$ cat config.mk
export PLATFORM = sky130hd
export DESIGN_NAME = object_pool_motion_controller
export DESIGN_NICKNAME = d
export VERILOG_FILES = /design/src/rtl/object_pkg.sv /design/src/rtl/object_slot.sv /design/src/rtl/object_pool_motion_controller.sv
export SDC_FILE = /design/constraint.sdc
export NUM_CORES = 2
export LEC_CHECK = 0
export ABC_AREA = 1
export CAP_MARGIN = 20
export CORE_MARGIN = 10
export CORE_UTILIZATION = 25
export CTS_BUF_LIST = sky130_fd_sc_hd__clkbuf_8
export DETAILED_ROUTE_END_ITERATION = 6
export PLACE_DENSITY = 0.5
export SYNTH_ARGS = -nofsm -noshare
export SYNTH_HDL_FRONTEND = slang
export SYNTH_SLANG_ARGS = --single-unit
$ cat constraint.sdc
create_clock -name clk_centi_second -period 5.2 [get_ports clk_centi_second]
set_input_delay 1.04 -clock clk_centi_second [delete_from_list [all_inputs] [get_ports clk_centi_second]]
set_output_delay 1.04 -clock clk_centi_second [all_outputs]
set_load 0.005 [all_outputs]
$ cat src/rtl/object_pkg.sv
// Shared types for the projectile object pool: direction/trigger codes, per-slot
// configuration record, pixel clamp and direction-mirror helpers.
package object_pkg;

  typedef enum logic [2:0] {
    DIR_U  = 3'd0,
    DIR_UR = 3'd1,
    DIR_R  = 3'd2,
    DIR_DR = 3'd3,
    DIR_D  = 3'd4,
    DIR_DL = 3'd5,
    DIR_L  = 3'd6,
    DIR_UL = 3'd7
  } dir_t;

  typedef enum logic [1:0] {
    TRIG_NONE     = 2'd0,
    TRIG_BOX      = 2'd1,
    TRIG_SCREEN   = 2'd2,
    TRIG_NONE_ALT = 2'd3
  } trig_t;

  localparam int SCREEN_W = 640;
  localparam int SCREEN_H = 480;

  typedef struct packed {
    dir_t        dir;
    trig_t       trig;
    logic [9:0]  w;
    logic [9:0]  h;
    logic [9:0]  box_x1;
    logic [9:0]  box_y1;
    logic [9:0]  box_x2;
    logic [9:0]  box_y2;
    logic [7:0]  life;
  } slot_cfg_t;

  // px is the already floor-shifted integer position
  function automatic logic [9:0] clamp_px(input logic signed [15:0] px);
    if (px < 16'sd0) begin
      return 10'd0;
    end else if (px > 16'sd1023) begin
      return 10'd1023;
    end else begin
      return px[9:0];
    end
  endfunction

  // Negate the horizontal component: d -> (8 - d) mod 8
  function automatic dir_t mirror_h(input dir_t d);
    return dir_t'(3'd0 - 3'(d));
  endfunction

  // Negate the vertical component: d -> (4 - d) mod 8
  function automatic dir_t mirror_v(input dir_t d);
    return dir_t'(3'd4 - 3'(d));
  endfunction

endpackage

$ cat src/rtl/object_slot.sv
// One projectile slot: fixed-point position accumulators, lifetime counters and
// bounds checking. Define OBJECT_BOUNCE_EN to make box-triggered slots reflect.
module object_slot
  import object_pkg::*;
#(
  parameter int FRAC_BITS  = 3,
  parameter int SPEED_W    = 5,
  parameter int CS_PER_SEC = 100
) (
  input  logic               clk_centi_second,
  input  logic               reset,
  input  logic               load,
  input  logic               kill,
  input  logic [2:0]         spawn_dir,
  input  logic [9:0]         spawn_x,
  input  logic [9:0]         spawn_y,
  input  logic [9:0]         spawn_w,
  input  logic [9:0]         spawn_h,
  input  logic [SPEED_W-1:0] spawn_speed,
  input  logic [7:0]         spawn_life,
  input  logic [1:0]         spawn_trigger,
  input  logic [9:0]         display_x1,
  input  logic [9:0]         display_y1,
  input  logic [9:0]         display_x2,
  input  logic [9:0]         display_y2,
  output logic               active,
  output logic [9:0]         pos_x,
  output logic [9:0]         pos_y,
  output logic [9:0]         size_w,
  output logic [9:0]         size_h
);

  localparam int POS_W = 10 + FRAC_BITS + 2;
  localparam int CMP_W = POS_W + 2;
  localparam int SUB_W = (CS_PER_SEC > 1) ? $clog2(CS_PER_SEC) : 1;

  logic                    active_r;
  slot_cfg_t               cfg_r;
  logic signed [POS_W-1:0] x_r, y_r;
  logic [SPEED_W-1:0]      speed_r;
  logic [SUB_W-1:0]        sub_r;

  logic signed [POS_W-1:0] x_mv_s, y_mv_s, x_nx_s, y_nx_s;
  logic signed [CMP_W-1:0] xe_s, ye_s, lo_x_s, hi_x_s, lo_y_s, hi_y_s;
  logic                    check_en_s, out_s, bounds_hit_s, wrap_s, retire_s;
  dir_t                    dir_nx_s;
  logic [SUB_W-1:0]        sub_nx_s;
  logic [7:0]              life_nx_s;

  // Saturating step so a long-lived untriggered slot never wraps around
  function automatic logic signed [POS_W-1:0] step_sat(input logic signed [POS_W-1:0] p,
                                                       input logic [SPEED_W-1:0] spd,
                                                       input logic neg);
    logic [POS_W:0] sum;
    logic [POS_W:0] d;
    d = {{(POS_W + 1 - SPEED_W){1'b0}}, spd};
    if (neg) begin
      sum = {p[POS_W-1], p} - d;
    end else begin
      sum = {p[POS_W-1], p} + d;
    end
    if (sum[POS_W] != sum[POS_W-1]) begin
      return sum[POS_W] ? {1'b1, {(POS_W-1){1'b0}}} : {1'b0, {(POS_W-1){1'b1}}};
    end else begin
      return sum[POS_W-1:0];
    end
  endfunction

  function automatic logic signed [CMP_W-1:0] to_fx(input logic [9:0] v);
    return $signed(CMP_W'({v, {FRAC_BITS{1'b0}}}));
  endfunction

  // Motion step, bounds/bounce evaluation and lifetime countdown
  always_comb begin
    x_mv_s = x_r;
    y_mv_s = y_r;
    case (cfg_r.dir)
      DIR_UR, DIR_R, DIR_DR: x_mv_s = step_sat(x_r, speed_r, 1'b0);
      DIR_DL, DIR_L, DIR_UL: x_mv_s = step_sat(x_r, speed_r, 1'b1);
      default:               x_mv_s = x_r;
    endcase
    case (cfg_r.dir)
      DIR_DR, DIR_D, DIR_DL: y_mv_s = step_sat(y_r, speed_r, 1'b0);
      DIR_U, DIR_UR, DIR_UL: y_mv_s = step_sat(y_r, speed_r, 1'b1);
      default:               y_mv_s = y_r;
    endcase

    xe_s = CMP_W'(x_mv_s);
    ye_s = CMP_W'(y_mv_s);
    case (cfg_r.trig)
      TRIG_SCREEN: begin
        check_en_s = 1'b1;
        lo_x_s = '0;
        lo_y_s = '0;
        hi_x_s = to_fx(10'(SCREEN_W));
        hi_y_s = to_fx(10'(SCREEN_H));
      end
      TRIG_BOX: begin
        check_en_s = 1'b1;
        lo_x_s = to_fx(cfg_r.box_x1);
        lo_y_s = to_fx(cfg_r.box_y1);
        hi_x_s = to_fx(cfg_r.box_x2);
        hi_y_s = to_fx(cfg_r.box_y2);
      end
      default: begin
        check_en_s = 1'b0;
        lo_x_s = '0;
        lo_y_s = '0;
        hi_x_s = '0;
        hi_y_s = '0;
      end
    endcase
    // Retire only once the whole object has left through the low edge
    out_s = (xe_s > hi_x_s) || (ye_s > hi_y_s) ||
            ((xe_s + to_fx(cfg_r.w)) < lo_x_s) || ((ye_s + to_fx(cfg_r.h)) < lo_y_s);

    x_nx_s       = x_mv_s;
    y_nx_s       = y_mv_s;
    dir_nx_s     = cfg_r.dir;
    bounds_hit_s = check_en_s & out_s;
`ifdef OBJECT_BOUNCE_EN
    // Box slots reflect off the box edges (top-left corner kept inside)
    if (cfg_r.trig == TRIG_BOX) begin
      bounds_hit_s = 1'b0;
      if (xe_s > hi_x_s) begin
        x_nx_s   = POS_W'(hi_x_s);
        dir_nx_s = mirror_h(dir_nx_s);
      end else if (xe_s < lo_x_s) begin
        x_nx_s   = POS_W'(lo_x_s);
        dir_nx_s = mirror_h(dir_nx_s);
      end else begin
        x_nx_s = x_mv_s;
      end
      if (ye_s > hi_y_s) begin
        y_nx_s   = POS_W'(hi_y_s);
        dir_nx_s = mirror_v(dir_nx_s);
      end else if (ye_s < lo_y_s) begin
        y_nx_s   = POS_W'(lo_y_s);
        dir_nx_s = mirror_v(dir_nx_s);
      end else begin
        y_nx_s = y_mv_s;
      end
    end else begin
      bounds_hit_s = check_en_s & out_s;
    end
`endif

    wrap_s    = (sub_r == SUB_W'(CS_PER_SEC - 1));
    sub_nx_s  = wrap_s ? '0 : sub_r + SUB_W'(1);
    life_nx_s = (wrap_s && (cfg_r.life != 8'd0)) ? cfg_r.life - 8'd1 : cfg_r.life;
    retire_s  = (wrap_s && (cfg_r.life == 8'd1)) || bounds_hit_s;
  end

  // Slot state: reset > kill > spawn load > motion of an active slot
  always_ff @(posedge clk_centi_second) begin
    if (reset) begin
      active_r <= 1'b0;
      cfg_r    <= '0;
      x_r      <= '0;
      y_r      <= '0;
      speed_r  <= '0;
      sub_r    <= '0;
    end else if (kill) begin
      active_r <= 1'b0;
    end else if (load) begin
      active_r     <= 1'b1;
      cfg_r.dir    <= dir_t'(spawn_dir);
      cfg_r.trig   <= trig_t'(spawn_trigger);
      cfg_r.w      <= spawn_w;
      cfg_r.h      <= spawn_h;
      cfg_r.box_x1 <= display_x1;
      cfg_r.box_y1 <= display_y1;
      cfg_r.box_x2 <= display_x2;
      cfg_r.box_y2 <= display_y2;
      cfg_r.life   <= spawn_life;
      x_r          <= $signed(POS_W'({spawn_x, {FRAC_BITS{1'b0}}}));
      y_r          <= $signed(POS_W'({spawn_y, {FRAC_BITS{1'b0}}}));
      speed_r      <= spawn_speed;
      sub_r        <= '0;
    end else if (active_r) begin
      active_r   <= ~retire_s;
      x_r        <= x_nx_s;
      y_r        <= y_nx_s;
      cfg_r.dir  <= dir_nx_s;
      cfg_r.life <= life_nx_s;
      sub_r      <= sub_nx_s;
    end
  end

  // Renderer view: integer pixels, zeroed while the slot is free
  always_comb begin
    active = active_r;
    if (active_r) begin
      pos_x  = clamp_px(16'(x_r >>> FRAC_BITS));
      pos_y  = clamp_px(16'(y_r >>> FRAC_BITS));
      size_w = cfg_r.w;
      size_h = cfg_r.h;
    end else begin
      pos_x  = 10'd0;
      pos_y  = 10'd0;
      size_w = 10'd0;
      size_h = 10'd0;
    end
  end

endmodule

$ cat src/rtl/object_pool_motion_controller.sv
// Projectile pool: lowest-free slot allocation, kill_all fan-out and flattened
// renderer buses. OBJECT_BOUNCE_EN (see object_slot) enables box reflection.
module object_pool_motion_controller
  import object_pkg::*;
#(
  parameter  int NUM_OBJ    = 8,
  parameter  int FRAC_BITS  = 3,
  parameter  int SPEED_W    = 5,
  parameter  int CS_PER_SEC = 100,
  localparam int IDX_W      = (NUM_OBJ > 1) ? $clog2(NUM_OBJ) : 1
) (
  input  logic                  clk_centi_second,
  input  logic                  reset,
  input  logic                  spawn_valid,
  output logic                  spawn_ready,
  input  logic [2:0]            spawn_dir,
  input  logic [9:0]            spawn_x,
  input  logic [9:0]            spawn_y,
  input  logic [9:0]            spawn_w,
  input  logic [9:0]            spawn_h,
  input  logic [SPEED_W-1:0]    spawn_speed,
  input  logic [7:0]            spawn_life,
  input  logic [1:0]            spawn_trigger,
  input  logic [9:0]            display_x1,
  input  logic [9:0]            display_y1,
  input  logic [9:0]            display_x2,
  input  logic [9:0]            display_y2,
  input  logic                  kill_all,
  output logic                  spawn_ack,
  output logic [IDX_W-1:0]      spawn_slot,
  output logic [NUM_OBJ-1:0]    obj_active,
  output logic [NUM_OBJ*10-1:0] obj_pos_x,
  output logic [NUM_OBJ*10-1:0] obj_pos_y,
  output logic [NUM_OBJ*10-1:0] obj_w,
  output logic [NUM_OBJ*10-1:0] obj_h
);

  logic [IDX_W-1:0]   free_idx_s;
  logic               free_found_s;
  logic               accept_s;
  logic [NUM_OBJ-1:0] load_s;

  // Lowest-index free slot; scanning downward lets the lowest index win
  always_comb begin
    free_idx_s   = '0;
    free_found_s = 1'b0;
    for (int i = NUM_OBJ - 1; i >= 0; i--) begin
      if (!obj_active[i]) begin
        free_idx_s   = IDX_W'(i);
        free_found_s = 1'b1;
      end else begin
        free_idx_s   = free_idx_s;
      end
    end
  end

  assign spawn_ready = free_found_s & ~kill_all;
  assign accept_s    = spawn_valid & spawn_ready;

  // One-hot load strobe to the chosen slot
  always_comb begin
    load_s = '0;
    if (accept_s) begin
      load_s[free_idx_s] = 1'b1;
    end else begin
      load_s = '0;
    end
  end

  // Acknowledge pulse and the slot it landed in
  always_ff @(posedge clk_centi_second) begin
    if (reset) begin
      spawn_ack  <= 1'b0;
      spawn_slot <= '0;
    end else begin
      spawn_ack <= accept_s;
      if (accept_s) begin
        spawn_slot <= free_idx_s;
      end
    end
  end

  for (genvar g = 0; g < NUM_OBJ; g++) begin : g_slot
    object_slot #(
      .FRAC_BITS  (FRAC_BITS),
      .SPEED_W    (SPEED_W),
      .CS_PER_SEC (CS_PER_SEC)
    ) u_slot (
      .clk_centi_second (clk_centi_second),
      .reset            (reset),
      .load             (load_s[g]),
      .kill             (kill_all),
      .spawn_dir        (spawn_dir),
      .spawn_x          (spawn_x),
      .spawn_y          (spawn_y),
      .spawn_w          (spawn_w),
      .spawn_h          (spawn_h),
      .spawn_speed      (spawn_speed),
      .spawn_life       (spawn_life),
      .spawn_trigger    (spawn_trigger),
      .display_x1       (display_x1),
      .display_y1       (display_y1),
      .display_x2       (display_x2),
      .display_y2       (display_y2),
      .active           (obj_active[g]),
      .pos_x            (obj_pos_x[10*g +: 10]),
      .pos_y            (obj_pos_y[10*g +: 10]),
      .size_w           (obj_w[10*g +: 10]),
      .size_h           (obj_h[10*g +: 10])
    );
  end

endmodule

==> impl_metrics.ini <==
[finish]
final_common_cell = nand2_1
finish.utilization_pct = 31.7
drive_above_1_share_pct = 14.4
layout_common_cells = nand2_1 (2681), nor2_1 (1693), inv_1 (1252)
area_growth_pct = 26.3
fin_nets = 13901

[detailed_routing]
avgRoutedWirePerCell_um = 21.7
drt_wl_total_mm = 377
via_count = 84522
viasPerCell = 4.86
drc = 0
drt-pass1-iter-count = 6
drtIter0Drc = 8062
ant_nets = 0

[floorplan]
coreArea_mm2 = 0.306
die_w_um = 574
rows = 203
start_util_pct = 25.1
die_area_mm2 = 0.330
fp.dieH_um = 574
ios = 435

[worst_setup_path]
r2r-end = g_slot[5].u_slot.active
cp_slowest_stage_delay_ps = 380
critPathRequiredTime_ps = 5980
path_max_fanout = 7
worstSetupPathType = reg2reg
r2r-start = g_slot[5].u_slot.speed_r[0]
r2r_cells = 35
start_kind = flip-flop
worstPathArrival_ps = 5790
cp-end-kind = flip-flop
r2r_setup_slack_ps = 200
cp_common_cell = nand2_1
slowest_stage = fa_1

[logic_synthesis]
synth-async-reset-ratio_pct = 0
yosysSeqAreaShare_pct = 24.3
syn_avg_cell_area_um2 = 6.32
syn_area_mm2 = 0.0768
ys_ff_latch = 932
synth_top_area_share_pct = 24.3
yosys_warnings = 0
synth_area_leader_cell = dfxtp_1
synth_cells = 12163
ys.flop_type = dfxtp_1
yosysUniqueCellTypes = 79
netlist_top_cells_area = dfxtp_1 (24%), nand2_1 (13%), ha_1 (11%)
synth_edf_count = 0
synth_fp_nets = 12985

[timing]
setup_viol = 0
rsz0062_at_grt = yes
post-route-period-util_pct = 96.2
relSlewSlack_pct = 18.9
finalHoldViolCount = 0
whs_ps = 457
layout_min_cycle_time_ps = 5000
worst_slew_pin_slew_ps = 1210
drv_slew = 0
skew_ps = 91.7
fmax_mhz = 200

[placement]
place_congestion = 0.939
dp_hpwl_mm = 277
io_buffers = 434

[power]
peakVddDrop_v = 0.000198
power.total_mw = 19.7
power.leakage_nw = 46.1
power_density_mw_per_mm2 = 203

[global_routing]
antenna_found_initial = 66
grt_overflow_total = 0
grt_pass1_vias = 77620
track_usage_pct = 21.4
grt_first_pass_wirelength_mm = 536
grt_max_degree = 185

[cts]
postCtsHoldBufs = 0
cts_tree = done
clkSinkCount = 932
cts_buffers = 181
insertion_delay_ps = 970
root_buffer = clkbuf_8
clk_pin_slew_ps = 60
clk_path_buf_depth = 4
htreeDepth = 4

[hold_path]
hold_start = g_slot[5].u_slot.cfg_r[28]
hp-class = reg2reg
worstHoldPathCells = 2
hold_end = g_slot[5].u_slot.cfg_r[28]

[job]
drv_cap = 0

[run_status]
status = complete, no violations
[per-layer routing]
layer	vias up	track usage [%]	routed length, um
li1	41656	-	-
met1	39338	28.1	165000
met2	2898	33.9	168000
met3	622	3.54	25600
met4	8	10.3	18700
met5	-	0	51
[cells in the mapped netlist (133+ instances only)]
| master | number |
|---|---|
| nand3_1 | 560 |
| a21oi_1 | 1055 |
| nor2_1 | 1731 |
| nor3_1 | 133 |
| nand2_1 | 2745 |
| buf_2 | 167 |
| dfxtp_1 | 932 |
| inv_1 | 1258 |
| xor2_1 | 367 |
| o21ai_0 | 1053 |
| nand4_1 | 140 |
| clkbuf_1 | 342 |
| ha_1 | 672 |
[metrics by stage]
stage	worst slack, ps	TNS (ps)	instances	area, um2
2_1_floorplan	200	0	12163	76800
6_report	199	0	17377	97000
5_1_grt	-117	-417	17336	96900
3_5_place_dp	-148	-420	16898	89700
3_3_place_gp	-116	-408	16898	89700
4_1_cts	0.671	0	17209	93500
[cell families (layout without fill, tap and decap cells)]
family | count (synthesis) | after routing | share of synthesized area (%)
and+or+nand+nor | 5448 | 5448 | 29.0
AOI/OAI and AO/OA | 2642 | 2642 | 19.1
xor gates and xnor gates | 470 | 470 | 5.39
other | 0 | 71 | 0
adders and majority gates | 720 | 720 | 12.2
DFF | 932 | 932 | 24.3
buffers and inverters | 1951 | 2994 | 10.1
[worst max path at each step]
stage | slack [ps] | end | from
2_1_floorplan | 200 | g_slot[2].u_slot.active | g_slot[2].u_slot.speed_r[1]
3_3_place_gp | -120 | g_slot[6].u_slot.active | g_slot[6].u_slot.speed_r[0]
3_5_place_dp | -150 | g_slot[7].u_slot.active | g_slot[7].u_slot.speed_r[0]
4_1_cts | 0.7 | g_slot[2].u_slot.active | g_slot[2].u_slot.speed_r[4]
5_1_grt | -120 | g_slot[2].u_slot.active | g_slot[2].u_slot.speed_r[0]
6_report | 200 | g_slot[5].u_slot.active | g_slot[5].u_slot.speed_r[0]
[flip-flops by register name (all words and copies together), names as in the netlist]
name,flops
g_slot.u_slot.cfg_r,560
g_slot.u_slot.sub_r,56
g_slot.u_slot.y_r,120
spawn_slot,3
spawn_ack,1
g_slot.u_slot.dir_nx_s,24
g_slot.u_slot.active,8
g_slot.u_slot.speed_r,40
g_slot.u_slot.x_r,120
[power by group]
group / leakage (nW) / internal, mW / total [mW] / switching [mW]
combinational: 36.5 / 1.62 / 4.21 / 2.59
clock: 2.13 / 4.50 / 8.17 / 3.68
sequential: 7.53 / 7.21 / 7.29 / 0.0768
total: 46.1 / 13.3 / 19.7 / 6.34
[what timing repair did]
item / CTS / global route
pin swaps: 1 / 174
cloned: 0 / 1
setup buffers: 1 / 96
gates resized for setup: 20 / 630
endpoints found under the setup margin: 6 / 8
[cell type report]
cell class / count / area (um2)
Sequential cell: 932 / 18700
Timing Repair Buffer: 1352 / 11300
Multi-Input combinational cell: 9280 / 53000
Antenna cell: 71 / 178
Inverter: 1332 / 5020
Clock buffer: 223 / 3070
Fill cell: 34038 / 209000
Clock inverter: 87 / 722
Tap cell: 4100 / 5130
[worst max-delay path, delay by kind of cell, from the launching register on]
| family | cells | cell delay [ps] |
|---|---|---|
| AOI/OAI and AO/OA | 8 | 1060 |
| xor gates and xnor gates | 1 | 230 |
| adders and majority gates | 4 | 1180 |
| buffers and inverters | 4 | 430 |
| DFF | 1 | 320 |
| and+or+nand+nor | 18 | 1590 |
Note: power is estimated with default switching activity, not from simulation.
